**config.mk**
```make
export PLATFORM = sky130hd
export DESIGN_NAME = dec_ctrl_flat
export DESIGN_NICKNAME = d
export VERILOG_FILES = /design/src/rtl/dec_ctrl_if.sv /design/src/rtl/dec_ctrl.sv /design/src/flat_wrapper.sv
export SDC_FILE = /design/constraint.sdc
export NUM_CORES = 1
export LEC_CHECK = 0
export ABC_CLOCK_PERIOD_IN_PS = 2270
export CORE_MARGIN = 2
export CORE_UTILIZATION = 45
export CTS_CLUSTER_SIZE = 30
export DETAILED_ROUTE_END_ITERATION = 10
export GPL_ROUTABILITY_DRIVEN = 0
export PLACE_DENSITY_LB_ADDON = 0.05
export SLEW_MARGIN = 15
export SYNTH_ARGS = -nofsm -noshare
export SYNTH_HDL_FRONTEND = slang
export SYNTH_SLANG_ARGS = --single-unit
```
**constraint.sdc**
```tcl
create_clock -name clk_i -period 2.27 [get_ports clk_i]
set_clock_uncertainty 0.05 [all_clocks]
set_input_delay 0.5675 -clock clk_i [delete_from_list [all_inputs] [get_ports clk_i]]
set_output_delay 0.5675 -clock clk_i [all_outputs]
set_load 0.005 [all_outputs]
```
**src/rtl/dec_ctrl_if.sv**
```systemverilog
// ============================================================================
// Module : dec_ctrl_if
// Decode-controller bus: opcode/flags/interrupt inputs and control outputs.
// Rev    : 1.0
// ============================================================================
`default_nettype none

interface dec_ctrl_if #(
  parameter int N_IRQ = 4
);
  localparam int ID_W = (N_IRQ > 1) ? $clog2(N_IRQ) : 1;

  logic [4:0]       op_code_i;
  logic [3:0]       flags_alu_i;
  logic [N_IRQ-1:0] irq_i;
  logic [N_IRQ-1:0] irq_mask_i;
  logic [1:0]       mode_pc_o;
  logic             stall_o;
  logic             wr_en_rf_o;
  logic             a_imm_alu_o;
  logic [2:0]       func_alu_o;
  logic             irq_taken_o;
  logic [ID_W-1:0]  irq_id_o;
  logic             halted_o;
  logic             sleeping_o;
  logic             illegal_o;

  modport slave (
    input  op_code_i, flags_alu_i, irq_i, irq_mask_i,
    output mode_pc_o, stall_o, wr_en_rf_o, a_imm_alu_o, func_alu_o,
           irq_taken_o, irq_id_o, halted_o, sleeping_o, illegal_o
  );

  modport master (
    output op_code_i, flags_alu_i, irq_i, irq_mask_i,
    input  mode_pc_o, stall_o, wr_en_rf_o, a_imm_alu_o, func_alu_o,
           irq_taken_o, irq_id_o, halted_o, sleeping_o, illegal_o
  );
endinterface

`default_nettype wire

```
**src/rtl/dec_ctrl.sv**
```systemverilog
// ============================================================================
// Module : dec_ctrl
// Instruction decode / sequencing controller with multi-cycle MUL, WFI sleep,
// vectored interrupt entry and sticky illegal-opcode halt.
// Rev    : 1.0
// ============================================================================
`default_nettype none

module dec_ctrl #(
  parameter int N_IRQ      = 4,
  parameter int MUL_CYCLES = 3
) (
  input  wire        clk_i,
  input  wire        rst_ni,
  dec_ctrl_if.slave  bus
);
  localparam int ID_W = (N_IRQ > 1) ? $clog2(N_IRQ) : 1;

  // Opcode map: bit4 = immediate operand, bit3 = control op, bits[2:0] = ALU function
  localparam logic [4:0] c_OP_BEQ  = 5'h08;
  localparam logic [4:0] c_OP_BNE  = 5'h09;
  localparam logic [4:0] c_OP_JSBR = 5'h0A;
  localparam logic [4:0] c_OP_RSBR = 5'h0B;
  localparam logic [4:0] c_OP_WFI  = 5'h0C;
  localparam logic [4:0] c_OP_HALT = 5'h0D;

  localparam logic [2:0] c_F_SUB = 3'd1;
  localparam logic [2:0] c_F_MUL = 3'd5;

  localparam logic [1:0] c_PC_INCREMENT  = 2'd0;
  localparam logic [1:0] c_PC_RELATIVE   = 2'd1;
  localparam logic [1:0] c_PC_SUBROUTINE = 2'd2;
  localparam logic [1:0] c_PC_RETURN     = 2'd3;

  localparam logic [3:0] c_CNT_LAST = 4'(MUL_CYCLES - 1);

  typedef enum logic [2:0] {
    S_RUN   = 3'd0,
    S_MULW  = 3'd1,
    S_SLEEP = 3'd2,
    S_WAKE  = 3'd3,
    S_HALT  = 3'd4
  } state_t;

  state_t           r_state, w_state_d;
  logic [N_IRQ-1:0] r_pend, w_pend_d;
  logic             r_in_isr, w_in_isr_d;
  logic [3:0]       r_cnt, w_cnt_d;
  logic             r_illegal, w_illegal_d;

  logic [N_IRQ-1:0] w_ready;
  logic [N_IRQ-1:0] w_take_vec;
  logic [N_IRQ-1:0] w_low_vec;
  logic [ID_W-1:0]  w_low_id;
  logic [ID_W-1:0]  w_irq_id;
  logic [1:0]       w_mode_pc;
  logic             w_stall;
  logic             w_wr_en;
  logic             w_taken;

  assign w_ready = r_pend & bus.irq_mask_i;

  // Lowest-index ready channel wins
  always_comb begin
    w_low_id  = '0;
    w_low_vec = '0;
    for (int i = N_IRQ - 1; i >= 0; i--) begin
      if (w_ready[i]) begin
        w_low_id  = ID_W'(i);
        w_low_vec = '0;
        w_low_vec[i] = 1'b1;
      end
    end
  end

  always_comb begin
    w_mode_pc   = c_PC_INCREMENT;
    w_stall     = 1'b0;
    w_wr_en     = 1'b0;
    w_taken     = 1'b0;
    w_irq_id    = '0;
    w_take_vec  = '0;
    w_state_d   = r_state;
    w_cnt_d     = r_cnt;
    w_in_isr_d  = r_in_isr;
    w_illegal_d = r_illegal;

    // Outputs held at their idle values while reset is applied
    if (rst_ni) begin
      unique case (r_state)
        S_RUN: begin
          if (!r_in_isr && (w_ready != '0)) begin
            w_taken    = 1'b1;
            w_mode_pc  = c_PC_SUBROUTINE;
            w_irq_id   = w_low_id;
            w_take_vec = w_low_vec;
            w_in_isr_d = 1'b1;
          end else if (!bus.op_code_i[3]) begin
            if ((bus.op_code_i[2:0] == c_F_MUL) && (MUL_CYCLES > 1)) begin
              w_stall   = 1'b1;
              w_state_d = S_MULW;
              w_cnt_d   = 4'd1;
            end else begin
              w_wr_en = 1'b1;
            end
          end else begin
            unique case (bus.op_code_i)
              c_OP_BEQ:  if (bus.flags_alu_i[0])  w_mode_pc = c_PC_RELATIVE;
              c_OP_BNE:  if (!bus.flags_alu_i[0]) w_mode_pc = c_PC_RELATIVE;
              c_OP_JSBR: w_mode_pc = c_PC_SUBROUTINE;
              c_OP_RSBR: begin
                w_mode_pc  = c_PC_RETURN;
                w_in_isr_d = 1'b0;
              end
              c_OP_WFI: begin
                if ((w_ready == '0) && !r_in_isr) begin
                  w_stall   = 1'b1;
                  w_state_d = S_SLEEP;
                end
              end
              c_OP_HALT: begin
                w_stall   = 1'b1;
                w_state_d = S_HALT;
              end
              default: begin
                w_stall     = 1'b1;
                w_state_d   = S_HALT;
                w_illegal_d = 1'b1;
              end
            endcase
          end
        end
        S_MULW: begin
          if (r_cnt < c_CNT_LAST) begin
            w_stall = 1'b1;
            w_cnt_d = r_cnt + 4'd1;
          end else begin
            w_wr_en   = 1'b1;
            w_cnt_d   = 4'd0;
            w_state_d = S_RUN;
          end
        end
        S_SLEEP: begin
          w_stall = 1'b1;
          if (w_ready != '0) w_state_d = S_WAKE;
        end
        S_WAKE: begin
          w_state_d = S_RUN;
        end
        S_HALT: begin
          w_stall = 1'b1;
        end
        default: begin
          w_state_d = S_RUN;
        end
      endcase
    end

    w_pend_d = (r_pend | bus.irq_i) & ~w_take_vec;
  end

  always_ff @(posedge clk_i or negedge rst_ni) begin
    if (!rst_ni) begin
      r_state   <= S_RUN;
      r_pend    <= '0;
      r_in_isr  <= 1'b0;
      r_cnt     <= 4'd0;
      r_illegal <= 1'b0;
    end else begin
      r_state   <= w_state_d;
      r_pend    <= w_pend_d;
      r_in_isr  <= w_in_isr_d;
      r_cnt     <= w_cnt_d;
      r_illegal <= w_illegal_d;
    end
  end

  assign bus.mode_pc_o   = w_mode_pc;
  assign bus.stall_o     = w_stall;
  assign bus.wr_en_rf_o  = w_wr_en;
  assign bus.irq_taken_o = w_taken;
  assign bus.irq_id_o    = w_irq_id;
  assign bus.a_imm_alu_o = bus.op_code_i[4];
  assign bus.func_alu_o  = bus.op_code_i[3] ? c_F_SUB : bus.op_code_i[2:0];
  assign bus.halted_o    = (r_state == S_HALT);
  assign bus.sleeping_o  = (r_state == S_SLEEP);
  assign bus.illegal_o   = r_illegal;

endmodule

`default_nettype wire

```
**src/flat_wrapper.sv**
```systemverilog
// flat-port wrapper written by rule: the top's interface ports become plain ports
module dec_ctrl_flat 
#(
  parameter int N_IRQ      = 4,
  parameter int MUL_CYCLES = 3
)
  (clk_i, rst_ni, bus_op_code_i, bus_flags_alu_i, bus_irq_i, bus_irq_mask_i, bus_mode_pc_o, bus_stall_o, bus_wr_en_rf_o, bus_a_imm_alu_o, bus_func_alu_o, bus_irq_taken_o, bus_irq_id_o, bus_halted_o, bus_sleeping_o, bus_illegal_o);
  dec_ctrl_if #(.N_IRQ(N_IRQ)) bus_i ();
  input  wire clk_i;
  input  wire rst_ni;
  input wire logic [$bits(bus_i.op_code_i)-1:0] bus_op_code_i;
  input wire logic [$bits(bus_i.flags_alu_i)-1:0] bus_flags_alu_i;
  input wire logic [$bits(bus_i.irq_i)-1:0] bus_irq_i;
  input wire logic [$bits(bus_i.irq_mask_i)-1:0] bus_irq_mask_i;
  output wire logic [$bits(bus_i.mode_pc_o)-1:0] bus_mode_pc_o;
  output wire logic [$bits(bus_i.stall_o)-1:0] bus_stall_o;
  output wire logic [$bits(bus_i.wr_en_rf_o)-1:0] bus_wr_en_rf_o;
  output wire logic [$bits(bus_i.a_imm_alu_o)-1:0] bus_a_imm_alu_o;
  output wire logic [$bits(bus_i.func_alu_o)-1:0] bus_func_alu_o;
  output wire logic [$bits(bus_i.irq_taken_o)-1:0] bus_irq_taken_o;
  output wire logic [$bits(bus_i.irq_id_o)-1:0] bus_irq_id_o;
  output wire logic [$bits(bus_i.halted_o)-1:0] bus_halted_o;
  output wire logic [$bits(bus_i.sleeping_o)-1:0] bus_sleeping_o;
  output wire logic [$bits(bus_i.illegal_o)-1:0] bus_illegal_o;
  assign bus_i.op_code_i = bus_op_code_i;
  assign bus_i.flags_alu_i = bus_flags_alu_i;
  assign bus_i.irq_i = bus_irq_i;
  assign bus_i.irq_mask_i = bus_irq_mask_i;
  assign bus_mode_pc_o = bus_i.mode_pc_o;
  assign bus_stall_o = bus_i.stall_o;
  assign bus_wr_en_rf_o = bus_i.wr_en_rf_o;
  assign bus_a_imm_alu_o = bus_i.a_imm_alu_o;
  assign bus_func_alu_o = bus_i.func_alu_o;
  assign bus_irq_taken_o = bus_i.irq_taken_o;
  assign bus_irq_id_o = bus_i.irq_id_o;
  assign bus_halted_o = bus_i.halted_o;
  assign bus_sleeping_o = bus_i.sleeping_o;
  assign bus_illegal_o = bus_i.illegal_o;
  dec_ctrl #(.N_IRQ(N_IRQ), .MUL_CYCLES(MUL_CYCLES)) u_core (.clk_i(clk_i), .rst_ni(rst_ni), .bus(bus_i));
endmodule
```
# == After elaboration in Yosys (flattened, before gate mapping) ==
# Index checks and enable logic that the tools add are counted.
# op_classes
n_addsub,1
order_cmp,1
n_eq_ne,18
n_mux,55
bitwise_logic,7
n_reduce_logical,16
# ops
operator,n
$mux 4,11
$eq 5x4->1 const B,6
$mux 2,11
$mux 3,7
$mux 1,19
$pmux 3 s4,1
$reduce_and 5->1,2
$and 4x4->4,2
$pmux 2 s4,1
$pmux 4 s2,1
$reduce_and 8->1,1
$eq 3x3->1 const B,2
$ne 2x2->1 const B,3
$pmux 3 s2,1
$reduce_bool 2->1,3
$reduce_or 6->1,1
$add 4x1->4 const B,1
$logic_not 4->1,1
$lt 4x2->1 const B,1
$ne 2x1->1 const B,2
$ne 4x3->1 const B,1
$not 4->4,1
$or 4x4->4,1
$pmux 1 s2,2
other kinds (13),16
# totals
register_bits,13
elab_cells,103

# == Longest topological paths before layout ==
# Gate-level depths: netlist of run 1.
# depth
word_depth,10
depth_mapped,5
mapped_depth_nobuf,4

# == Worst setup path before layout of run 1 ==
# No wires, ideal clock.
# synth_path
kind,input port to output port
from,input bus_irq_mask_i[1]
to,output bus_irq_id_o[0]
arrival_ns,1.336
required_time_ns,1.652
slack_ns,0.317
path_stages,4
cell_sequence,a22o_1 or2_1 nand3_1 nor3b_1
# synth_via
elab_chain_len,6
elab_cells_between_ends,8
classes_between,mux: 5; bitwise: 1; reduce/logical: 2
# synth_rtl
item,line,source
"start, declared",flat_wrapper.sv:14,input wire logic [$bits(bus_i.irq_mask_i)-1:0] bus_irq_mask_i;
$and 4x4->4 (*),dec_ctrl.sv:61,assign w_ready = r_pend & bus.irq_mask_i;
$mux 2 or $reduce_bool 4->1 (tied branches),"dec_ctrl.sv:68, dec_ctrl.sv:92",
$mux 2 or $logic_and 1x1->1 (tied branches),"dec_ctrl.sv:68, dec_ctrl.sv:92",
$mux 2 (*),dec_ctrl.sv:92,if (!r_in_isr && (w_ready != '0)) begin
$mux 2 (*),dec_ctrl.sv:90,unique case (r_state)
$mux 2 (*),dec_ctrl.sv:89,if (rst_ni) begin
"end, declared",flat_wrapper.sv:21,output wire logic [$bits(bus_i.irq_id_o)-1:0] bus_irq_id_o;
# Mark *: on every way between the ends. The rest lies on a longest branch, timed or not.

# == Worst setup path after layout of run 1 ==
# layout_path
from,input bus_op_code_i[2]
to,output bus_stall_o
# layout_via
elab_chain_len,7
elab_cells_between_ends,13
classes_between,eq/ne: 6; mux: 6; reduce/logical: 1
# layout_rtl
item,line,source
"start, declared",flat_wrapper.sv:11,input wire logic [$bits(bus_i.op_code_i)-1:0] bus_op_code_i;
$eq 5x4->1,dec_ctrl.sv:107,unique case (bus.op_code_i)
$reduce_or 4->1 (no source line),n/a,
$pmux 1 s2,dec_ctrl.sv:107,
$mux 1 (*),dec_ctrl.sv:98,end else if (!bus.op_code_i[3]) begin
$mux 1 (*),dec_ctrl.sv:92,
$pmux 1 s3 (*),dec_ctrl.sv:90,
$mux 1 (*),dec_ctrl.sv:89,
"end, declared",flat_wrapper.sv:16,output wire logic [$bits(bus_i.stall_o)-1:0] bus_stall_o;
# Marks and branches as above.

==> out/metrics.yaml, run 1 <==
num_vias: 1285
crit_fanout: 2
hold_path_class: "in2async"
clk_pin_slew_worst_paths_ps: 100
grt_max_degree: 9
wl_mm: 4.147
switching_share: 0.3981
whs_ps: 354.9
power_switching_uw: 517.8
cts_made_buffers: 3
antenna_found_initial: 0
io_buffers: 29
final_util: 0.9044
path_cells: "clkdlybuf4s15_1, nor4bb_4, o21ai_1, and4b_1, o21a_1, buf_2"
relSlewSlack: 0.7141
rsz0062_at_grt: "true"
status: "finished with violations"
ant_nets: 0
final_max_slew_viol_count: 0
finalHoldViolations: 0
irDropWorstVdd_v: 0.0005746
avgViaCountPerCell: 5.814
ctsLongestPathBuffers: 2
first_iter_violations: 43
synth_top_area_share: 0.3359
r2r_setup_slack_ps: 280
synth_flop_cell: "dfrtp_1"
critical_path_class: "in2out"
synth.largest_area_cell: "dfrtp_1"
grt_overflow: 0
synth_edf_count: 0
synthTopCellsByCount: "13 x dfrtp_1, 9 x nand2_1, 9 x nor2_1"
power_frac_seq: 0.245
cts_sinks: 13
die_x_um: 50.39
initial_utilization: 0.4838
synthTopCellsByArea: "dfrtp_1 34%, nor2b_1 3.9%, nand2_1 3.5%"
synthArstFlopShare: 1.000
die_h_um: 50.39
r2r-start: "u_core.r_pend[2]"
power_frac_comb: 0.636
avgRoutedWirePerCell_um: 18.76
worst_slack_ps: -120.5
tightest_slew_ps: 422.8
worstSkewPairLatency_ps: 300
fin_crit_sh: 1.053
p_leak_nw: 0.8734
powerDensity_nw_per_um2: 718.5
cts_tree: "built"
intPower_uw: 783.0
drive_above_1_share: 0.5309
avgSynthCellArea_um2: 9.223
clockRootBuffer: "clkbuf_4"
fp.dieArea_um2: 2539
startpoint: "bus_op_code_i[2]"
ff2ff_path_depth: 6
min_period_ps: 2391
htreeDepth: 1
yosys_register_bits: 13
cpPeakStageDelay_ps: 330
synth.distinct_cells: 47
synth.net_count: 125
netlist_area_um2: 968.4
slowest_stage: "nor4bb_4"
worstSetupEndpointType: "primary output"
yosysMostFrequentCell: "dfrtp_1"
antenna_cells: 0
finalSetupViolCount: 4
power_frac_clock: 0.119
seq_area_frac_synth: 0.3359
ios: 33
synth-warning-count: 0
arrival_ps: 1770
row_count: 16
track_usage: 0.3167
drt_first_pass_iters: 4
nets: 215
maxCapViolations: 0
hpwlAfterDp_mm: 2.314
grt_pass1_vias: 1228
area_delta_synth_final_pct: 86.95
crit_path_start_kind: "input port"
fmax_mhz: 418.3
core_region_area_um2: 2002
crit_required_ps: 1650
violations: "negative setup slack"
r2r_end: "u_core.r_state[2]"
drc: 0
synthCells: 105
cp-endpoint: "bus_stall_o"
grt_first_pass_wirelength_mm: 6.016
## area by class of cell
type | instances | area (um^2)
well taps | 27 | 33.78
clock buffers | 3 | 22.52
fillers | 84 | 191.4
multi-input cells | 82 | 696.9
repair buffers | 89 | 700.7
inverters | 6 | 22.52
flip-flops and latches | 13 | 329.1
clock inverters | 1 | 5.005
## per-layer routing
layer  track usage  share of wire
met1        0.3856           0.39
met2        0.5899           0.53
met3       0.05655          0.054
met4       0.04505          0.026
met5             0              0
## how the worst min path moves through the flow
stage                                     from                    to  slack [ps]
after floorplan                         rst_ni  u_core.bus.illegal_o         220
after global placement    u_core.bus.illegal_o  u_core.bus.illegal_o         400
after detailed placement  u_core.bus.illegal_o  u_core.bus.illegal_o         410
after CTS                               rst_ni       u_core.r_cnt[0]         310
after global routing                    rst_ni       u_core.r_cnt[0]         320
final                                   rst_ni       u_core.r_cnt[0]         350
## power by group through the flow
stage	sequential (mW)	combinational [mW]	clock, mW
5_1_grt	0.320	0.880	0.165
3_5_place_dp	0.317	0.629	0
2_1_floorplan	0.303	0.315	0
3_3_place_gp	0.311	0.611	0
4_1_cts	0.306	0.715	0.152
6_report	0.319	0.828	0.155
## kinds of logic after synthesis
group,share of synthesized area
compound gates,0.2235
xor+xnor,0.009046
fa+ha+maj,0.01292
buf+inv,0.05167
flops,0.3359
mux,0.05814
simple gates,0.3088
## registers in the layout (all words and copies together), names as in the netlist
register,cells
u_core.r_cnt,4
u_core.r_pend,4
u_core.r_state,3
u_core.bus.illegal_o,1
u_core.r_in_isr,1
## layout by cell type, fill, tap and decap left out, drive strengths merged, types with 2 or more instances in the layout
cell and n:
and4b 2, nor3b 2, nand3 5, clkdlybuf4s50 7, mux2 2, nor4b 2, a22o 2, nand2b 3
clkdlybuf4s15 2, clkbuf 5, nor3 3, o21ai 3, nand2 9, nor2 9, o22a 2, dfrtp 13
a41oi 2, buf 70, nor2b 6, a21oi 2, or2 2, o21a 3, inv 6, dlygate4sd2 6
mux2i 3, dlymetal6s2s 2
## worst max-delay path, delay by kind of cell
kind	cells	cell delay (ps)
buffers and inverters	2	360
AND/OR/NAND/NOR	2	540
AO/OA/AOI/OAI	2	310
## metrics by stage
stage	area (um^2)	std cells	total power [mW]	worst slack [ps]	setup TNS (ps)
after floorplan	968.4	105	0.6187	316.9	0
after global placement	1610	203	0.9211	-643.6	-5303
after detailed placement	1610	203	0.9462	-724.5	-5804
after CTS	1755	218	1.173	-8.123	-10.27
after global routing	1810	221	1.365	-156.3	-413.1
final	1810	221	1.301	-120.5	-214.0
## what timing repair did
| action | 4_1_cts | 5_1_grt |
|---|---|---|
| pin swaps | 14 | 8 |
| setup endpoints to repair | 13 | 9 |
| hold buffers | 0 | 0 |
| gates resized for setup | 71 | 16 |
| buffers inserted | 11 | 3 |
Power figures use the tool's default switching activity.
==> run 2, diff against run 1 <==
--- a/config.mk
+++ b/config.mk
@@ -7,9 +7,10 @@
 export LEC_CHECK = 0
 export ABC_CLOCK_PERIOD_IN_PS = 2270
 export CORE_MARGIN = 2
-export CORE_UTILIZATION = 45
+export CORE_UTILIZATION = 51
 export CTS_CLUSTER_SIZE = 30
 export DETAILED_ROUTE_END_ITERATION = 10
+export DONT_BUFFER_PORTS = 1
 export GPL_ROUTABILITY_DRIVEN = 0
 export PLACE_DENSITY_LB_ADDON = 0.05
 export SLEW_MARGIN = 15
==> out/metrics.yaml, run 2 (synthesis results as in run 1) <==
relSlewSlack: 0.5986  # -0.1155
crit_path_start_kind: "flop"
hold_path_class: "in2reg"
reg.largest.list: "u_core.r_cnt (4), u_core.r_pend (4), u_core.r_state (3)"
path_cells: "buf_4, nor3_4, buf_4, nand4_1, nand2_1"
grt_pass1_vias: 756  # -38%
htreeDepth: 1  # unchanged
fp.dieArea_um2: 2263  # -11%
hpwlAfterDp_mm: 1.535  # -34%
p_leak_nw: 0.4361  # -50%
crit_required_ps: 1650  # about the same
io_buffers: 0  # -100%
drc: 0  # unchanged
cpMostUsedCell: "buf_4"
power_frac_comb: 0.452  # -0.184
worstSetupEndpointType: "primary output"
final_area_um2: 1100  # -39%
final_util: 0.6234  # -0.2810
cts_tree: "built"
drive_above_1_share: 0.2321  # -0.2988
final_max_slew_viol_count: 0  # unchanged
final_common_cell: "dfrtp_1"
grt_first_pass_wirelength_mm: 3.298  # -45%
avgViaCountPerCell: 6.226  # +7.1%
die_h_um: 47.58  # -5.6%
area_delta_synth_final_pct: 13.57
finalSetupViolCount: 0  # -4
tightest_slew_ps: 600.1  # +177.3 ps
intPower_uw: 544.0  # -31%
antenna_found_initial: 0  # unchanged
track_usage: 0.2124  # -0.1043
layout_common_cells: "12 x dfrtp_1, 9 x nor2_1, 9 x nand2_1"
die_x_um: 47.58  # -5.6%
drt_first_pass_iters: 4  # unchanged
power_frac_clock: 0.174  # +0.055
instances_no_fill: 137  # -38%
crit_fanout: 8  # +6
status: "finished clean"
cts_sinks: 13  # unchanged
core_region_area_um2: 1764  # -12%
antenna_cells: 0  # unchanged
irDropWorstVdd_v: 0.0004216  # -27%
cpPeakStageDelay_ps: 430  # +100 ps
worst_slack_ps: 79.51  # +200.0 ps
ff2ff_path_depth: 5  # -1
nets: 133  # -38%
critical_path_class: "reg2out"
whs_path_depth: 1
switching_share: 0.3978  # about the same
power_switching_uw: 359.3  # -31%
first_iter_violations: 15  # -65%
grt_max_degree: 14  # +5
wl_mm: 2.275  # -45%
worstSkewPairLatency_ps: 290  # about the same
arrival_ps: 1570  # -200 ps
place_ws_ps: 219.4  # +943.9 ps
clk_pin_slew_worst_paths_ps: 90  # about the same
powerDensity_nw_per_um2: 821.3  # +14%
clockRootBuffer: "clkbuf_4"
fmax_mhz: 456.5  # +9.1%
dp_cells: 130  # -36%
initial_utilization: 0.5489  # +0.06519
ios: 33  # unchanged
maxCapViolations: 0  # unchanged
min_period_ps: 2190  # -200.0 ps
row_count: 15  # -1
fin_crit_sh: 0.9650  # -0.08812
whs_ps: 340.7  # -14.26 ps
power_frac_seq: 0.375  # +0.130
num_vias: 853  # -34%
ant_nets: 0  # unchanged
ctsLongestPathBuffers: 2  # unchanged
avgRoutedWirePerCell_um: 16.61  # -12%
fill_cells: 164  # +95%
cts_made_buffers: 3  # unchanged
finalHoldViolations: 0  # unchanged
slowest_stage: "dfrtp_1"
r2r_setup_slack_ps: 460  # +180 ps
place_area_um2: 1002  # -38%
grt_overflow: 0  # unchanged
run 2: layer usage:
| layer | up-vias | track usage | share of wire |
|---|---|---|---|
| li1 | 405 | - | - |
| met1 | 419 | 0.2884 | 0.47 |
| met2 | 23 | 0.3324 | 0.47 |
| met3 | 6 | 0.04528 | 0.047 |
| met4 | 0 | 0.08108 | 0.016 |
| met5 | - | 0 | 0 |
run 2: area by class of cell:
| type | count | area, um^2 | share of cell area |
|---|---|---|---|
| multi-input combinational | 82 | 636.9 | 0.5791 |
| sequential | 13 | 326.6 | 0.2969 |
| timing repair buffer | 7 | 55.05 | 0.05006 |
| tap | 25 | 31.28 | 0.02844 |
| clock buffer | 3 | 22.52 | 0.02048 |
| inverter | 6 | 22.52 | 0.02048 |
| clock inverter | 1 | 5.005 | 0.004551 |
run 2: repair_timing:
action                                  in CTS  in global routing
hold buffers                                 1                  0
endpoints found under the setup margin       1                  6
pin swaps                                    0                  1
endpoints found under the hold margin       13                  0
resized for setup                            1                  6
setup buffers                                0                  2
gates cloned                                 0                  0
run 2: worst paths after layout:
kind / startpoint / endpoint
hold / removal: bus_irq_mask_i[3] / u_core.r_pend[3]
min in group asynchronous: rst_ni / u_core.r_pend[2]
hold reg to reg: u_core.r_cnt[3] / u_core.r_cnt[3]
setup reg to reg: u_core.r_state[1] / u_core.r_cnt[0]
setup / recovery: u_core.r_state[1] / bus_mode_pc_o[1]
max in group asynchronous: rst_ni / u_core.r_state[0]
run 2: power groups by stage:
stage	sequential [mW]	combinational, mW	clock, mW
floorplan	0.303	0.315	0
global placement	0.329	0.373	0
detailed placement	0.332	0.381	0
CTS	0.327	0.392	0.156
global route	0.345	0.451	0.165
finish	0.338	0.408	0.157
run 2: through the flow:
stage / power [mW] / setup TNS (ps)
floorplan: 0.6187 / 0
global placement: 0.7020 / 0
detailed placement: 0.7125 / 0
CTS: 0.8754 / 0
global route: 0.9608 / -1.277
finish: 0.9033 / 0
run 2: critical path: cells and delay by family, from the launching register on:
| kind | cells | cell delay (ps) |
|---|---|---|
| AND/OR/NAND/NOR | 3 | 480 |
| flip-flops | 1 | 430 |
| buffers and inverters | 2 | 370 |
==> run 3, diff against run 2 <==
--- a/config.mk
+++ b/config.mk
@@ -6,8 +6,10 @@
 export NUM_CORES = 1
 export LEC_CHECK = 0
 export ABC_CLOCK_PERIOD_IN_PS = 2270
+export CELL_PAD_IN_SITES_DETAIL_PLACEMENT = 1
+export CELL_PAD_IN_SITES_GLOBAL_PLACEMENT = 1
 export CORE_MARGIN = 2
-export CORE_UTILIZATION = 51
+export CORE_UTILIZATION = 39
 export CTS_CLUSTER_SIZE = 30
 export DETAILED_ROUTE_END_ITERATION = 10
 export DONT_BUFFER_PORTS = 1
==> out/metrics.yaml, run 3 (synthesis results as in run 1) <==
status: "finished clean"
drt_first_pass_iters: 4  # unchanged
min_period_ps: 2177  # -13.32 ps
tightest_slew_ps: 610.1  # +9.959 ps
powerDensity_nw_per_um2: 822.1  # about the same
power_frac_seq: 0.362  # -0.013
io_buffers: 0  # unchanged
top_layer_used: "met4"
antenna_found_initial: 0  # unchanged
track_usage: 0.1845  # -0.02789
place_ws_ps: 203.7  # -15.74 ps
finalSetupViolCount: 0  # unchanged
die_h_um: 53.83  # +13%
fmax_mhz: 459.3  # +0.61%
final_max_slew_viol_count: 0  # unchanged
ctsLongestPathBuffers: 2  # unchanged
nets: 133  # unchanged
p_leak_nw: 0.4309  # -1.2%
power_frac_clock: 0.162  # -0.012
cpPeakStageDelay_ps: 410  # -20 ps
avgViaCountPerCell: 5.873  # -5.7%
finalHoldViolations: 0  # unchanged
area_delta_synth_final_pct: 11.76
grt_first_pass_wirelength_mm: 3.829  # +16%
initial_utilization: 0.4019  # -0.1471
drive_above_1_share: 0.2143  # -0.01786
crit_fanout: 6  # -2
path_cells: "a22o_2, o21bai_4, and4b_1, o21a_1"
core_region_area_um2: 2410  # +37%
crit_required_ps: 1650  # about the same
intPower_uw: 544.4  # about the same
fin_crit_sh: 0.9591  # -0.005867
maxCapViolations: 0  # unchanged
switching_share: 0.3881  # -0.009618
cts_sinks: 13  # unchanged
hp-start: "bus_irq_mask_i[3]"
irDropWorstVdd_v: 0.0005153  # +22%
fill_cells: 292  # +78%
final_area_um2: 1082  # -1.6%
grt_max_degree: 14  # unchanged
grt_pass1_vias: 810  # +7.1%
layout_common_cells: "12 x dfrtp_1, 9 x nor2_1, 9 x nand2_1"
ios: 33  # unchanged
cts_made_buffers: 3  # unchanged
final_common_cell: "dfrtp_1"
num_vias: 834  # -2.2%
met3WireLength_um: 103  # -2.8%
fp.dieArea_um2: 2898  # +28%
row_count: 18  # +3
hold_path_class: "in2reg"
dr_wl_met2_mm: 1.171  # +10%
avgRoutedWirePerCell_um: 16.97  # +2.2%
worstSetupEndpointType: "primary output"
r2r-start: "u_core.r_state[0]"
power_frac_comb: 0.476  # +0.024
critical_path_class: "reg2out"
clockRootBuffer: "clkbuf_4"
antenna_cells: 0  # unchanged
worst_slack_ps: 92.82  # +13.32 ps
drc: 0  # unchanged
relSlewSlack: 0.5919  # -0.006662
cts_tree: "built"
startpoint: "u_core.r_pend[1]"
wl_mm: 2.410  # +5.9%
worstSkewPairLatency_ps: 270  # -20 ps
grt_overflow: 0  # unchanged
first_iter_violations: 8  # -7
ant_nets: 0  # unchanged
die_x_um: 53.83  # +13%
reg.largest.list: "u_core.r_cnt (4), u_core.r_pend (4), u_core.r_state (3)"
arrival_ps: 1560  # about the same
htreeDepth: 1  # unchanged
crit_path_start_kind: "flop"
met1_length_mm: 1.119  # +4.6%
power_switching_uw: 345.4  # -3.9%
hpwlAfterDp_mm: 1.784  # +16%
slowest_stage: "dfrtp_1"
clk_pin_slew_worst_paths_ps: 80  # about the same
place_area_um2: 1016  # +1.4%
-- run 3: metrics by stage --
stage / power [mW] / setup TNS, ps / cells / util / hold slack, ps
finish: 0.8898 / 0 / 142 / 0.4491 / 365.8
detailed placement: 0.7307 / 0 / 136 / 0.4216 / 222.4
floorplan: 0.6187 / 0 / 105 / - / 221.9
global placement: 0.7193 / 0 / 136 / 0.4216 / 222.4
CTS: 0.8833 / 0 / 141 / 0.4387 / 354.0
global route: 0.9635 / -14.11 / 142 / 0.4491 / 363.2
-- run 3: path summary, 6_finish.rpt --
check / end / slack [ps] / depth (start not counted)
worst max-delay path: bus_stall_o / 90 / 4
worst min-delay path: u_core.r_pend[3] / 370 / 1
min in group asynchronous: u_core.r_state[1] / 690 / 1
max in group asynchronous: u_core.r_in_isr / 1050 / 1
worst max register to register: u_core.r_state[2] / 380 / 5
worst min register to register: u_core.r_cnt[3] / 450 / 1
-- run 3: power groups by stage --
stage	logic, mW	clock network, mW	registers (mW)
final	0.424	0.144	0.322
after floorplan	0.315	0	0.303
after global placement	0.402	0	0.317
after detailed placement	0.411	0	0.320
after CTS	0.420	0.149	0.315
after global routing	0.471	0.164	0.329
-- run 3: timing repair --
item,CTS,global route
pin swaps,0,1
hold buffers,1,0
setup endpoints to repair,1,3
hold endpoints to repair,13,0
gates resized for setup,1,4
setup buffers,0,1
-- run 3: worst max-delay path, delay by kind of cell (launching register included) --
kind	cells	cell delay (ps)
flops	1	410
compound gates	3	660
simple gates	1	220
-- run 3: layout make-up --
| class | count | area (um^2) | area share |
|---|---|---|---|
| clock buffer | 4 | 26.28 | 0.02428 |
| sequential | 13 | 326.6 | 0.3017 |
| inverter | 6 | 22.52 | 0.02081 |
| timing repair buffer | 7 | 55.05 | 0.05087 |
| multi-input combinational | 82 | 614.3 | 0.5676 |
| tap | 30 | 37.54 | 0.03468 |
-- run 3: per-layer routing --
layer | vias to the layer above | track usage
met2 | 18 | 0.2907
met5 | - | 0
met3 | 2 | 0.05556
met4 | 0 | 0.03846
met1 | 408 | 0.2483
li1 | 406 | -
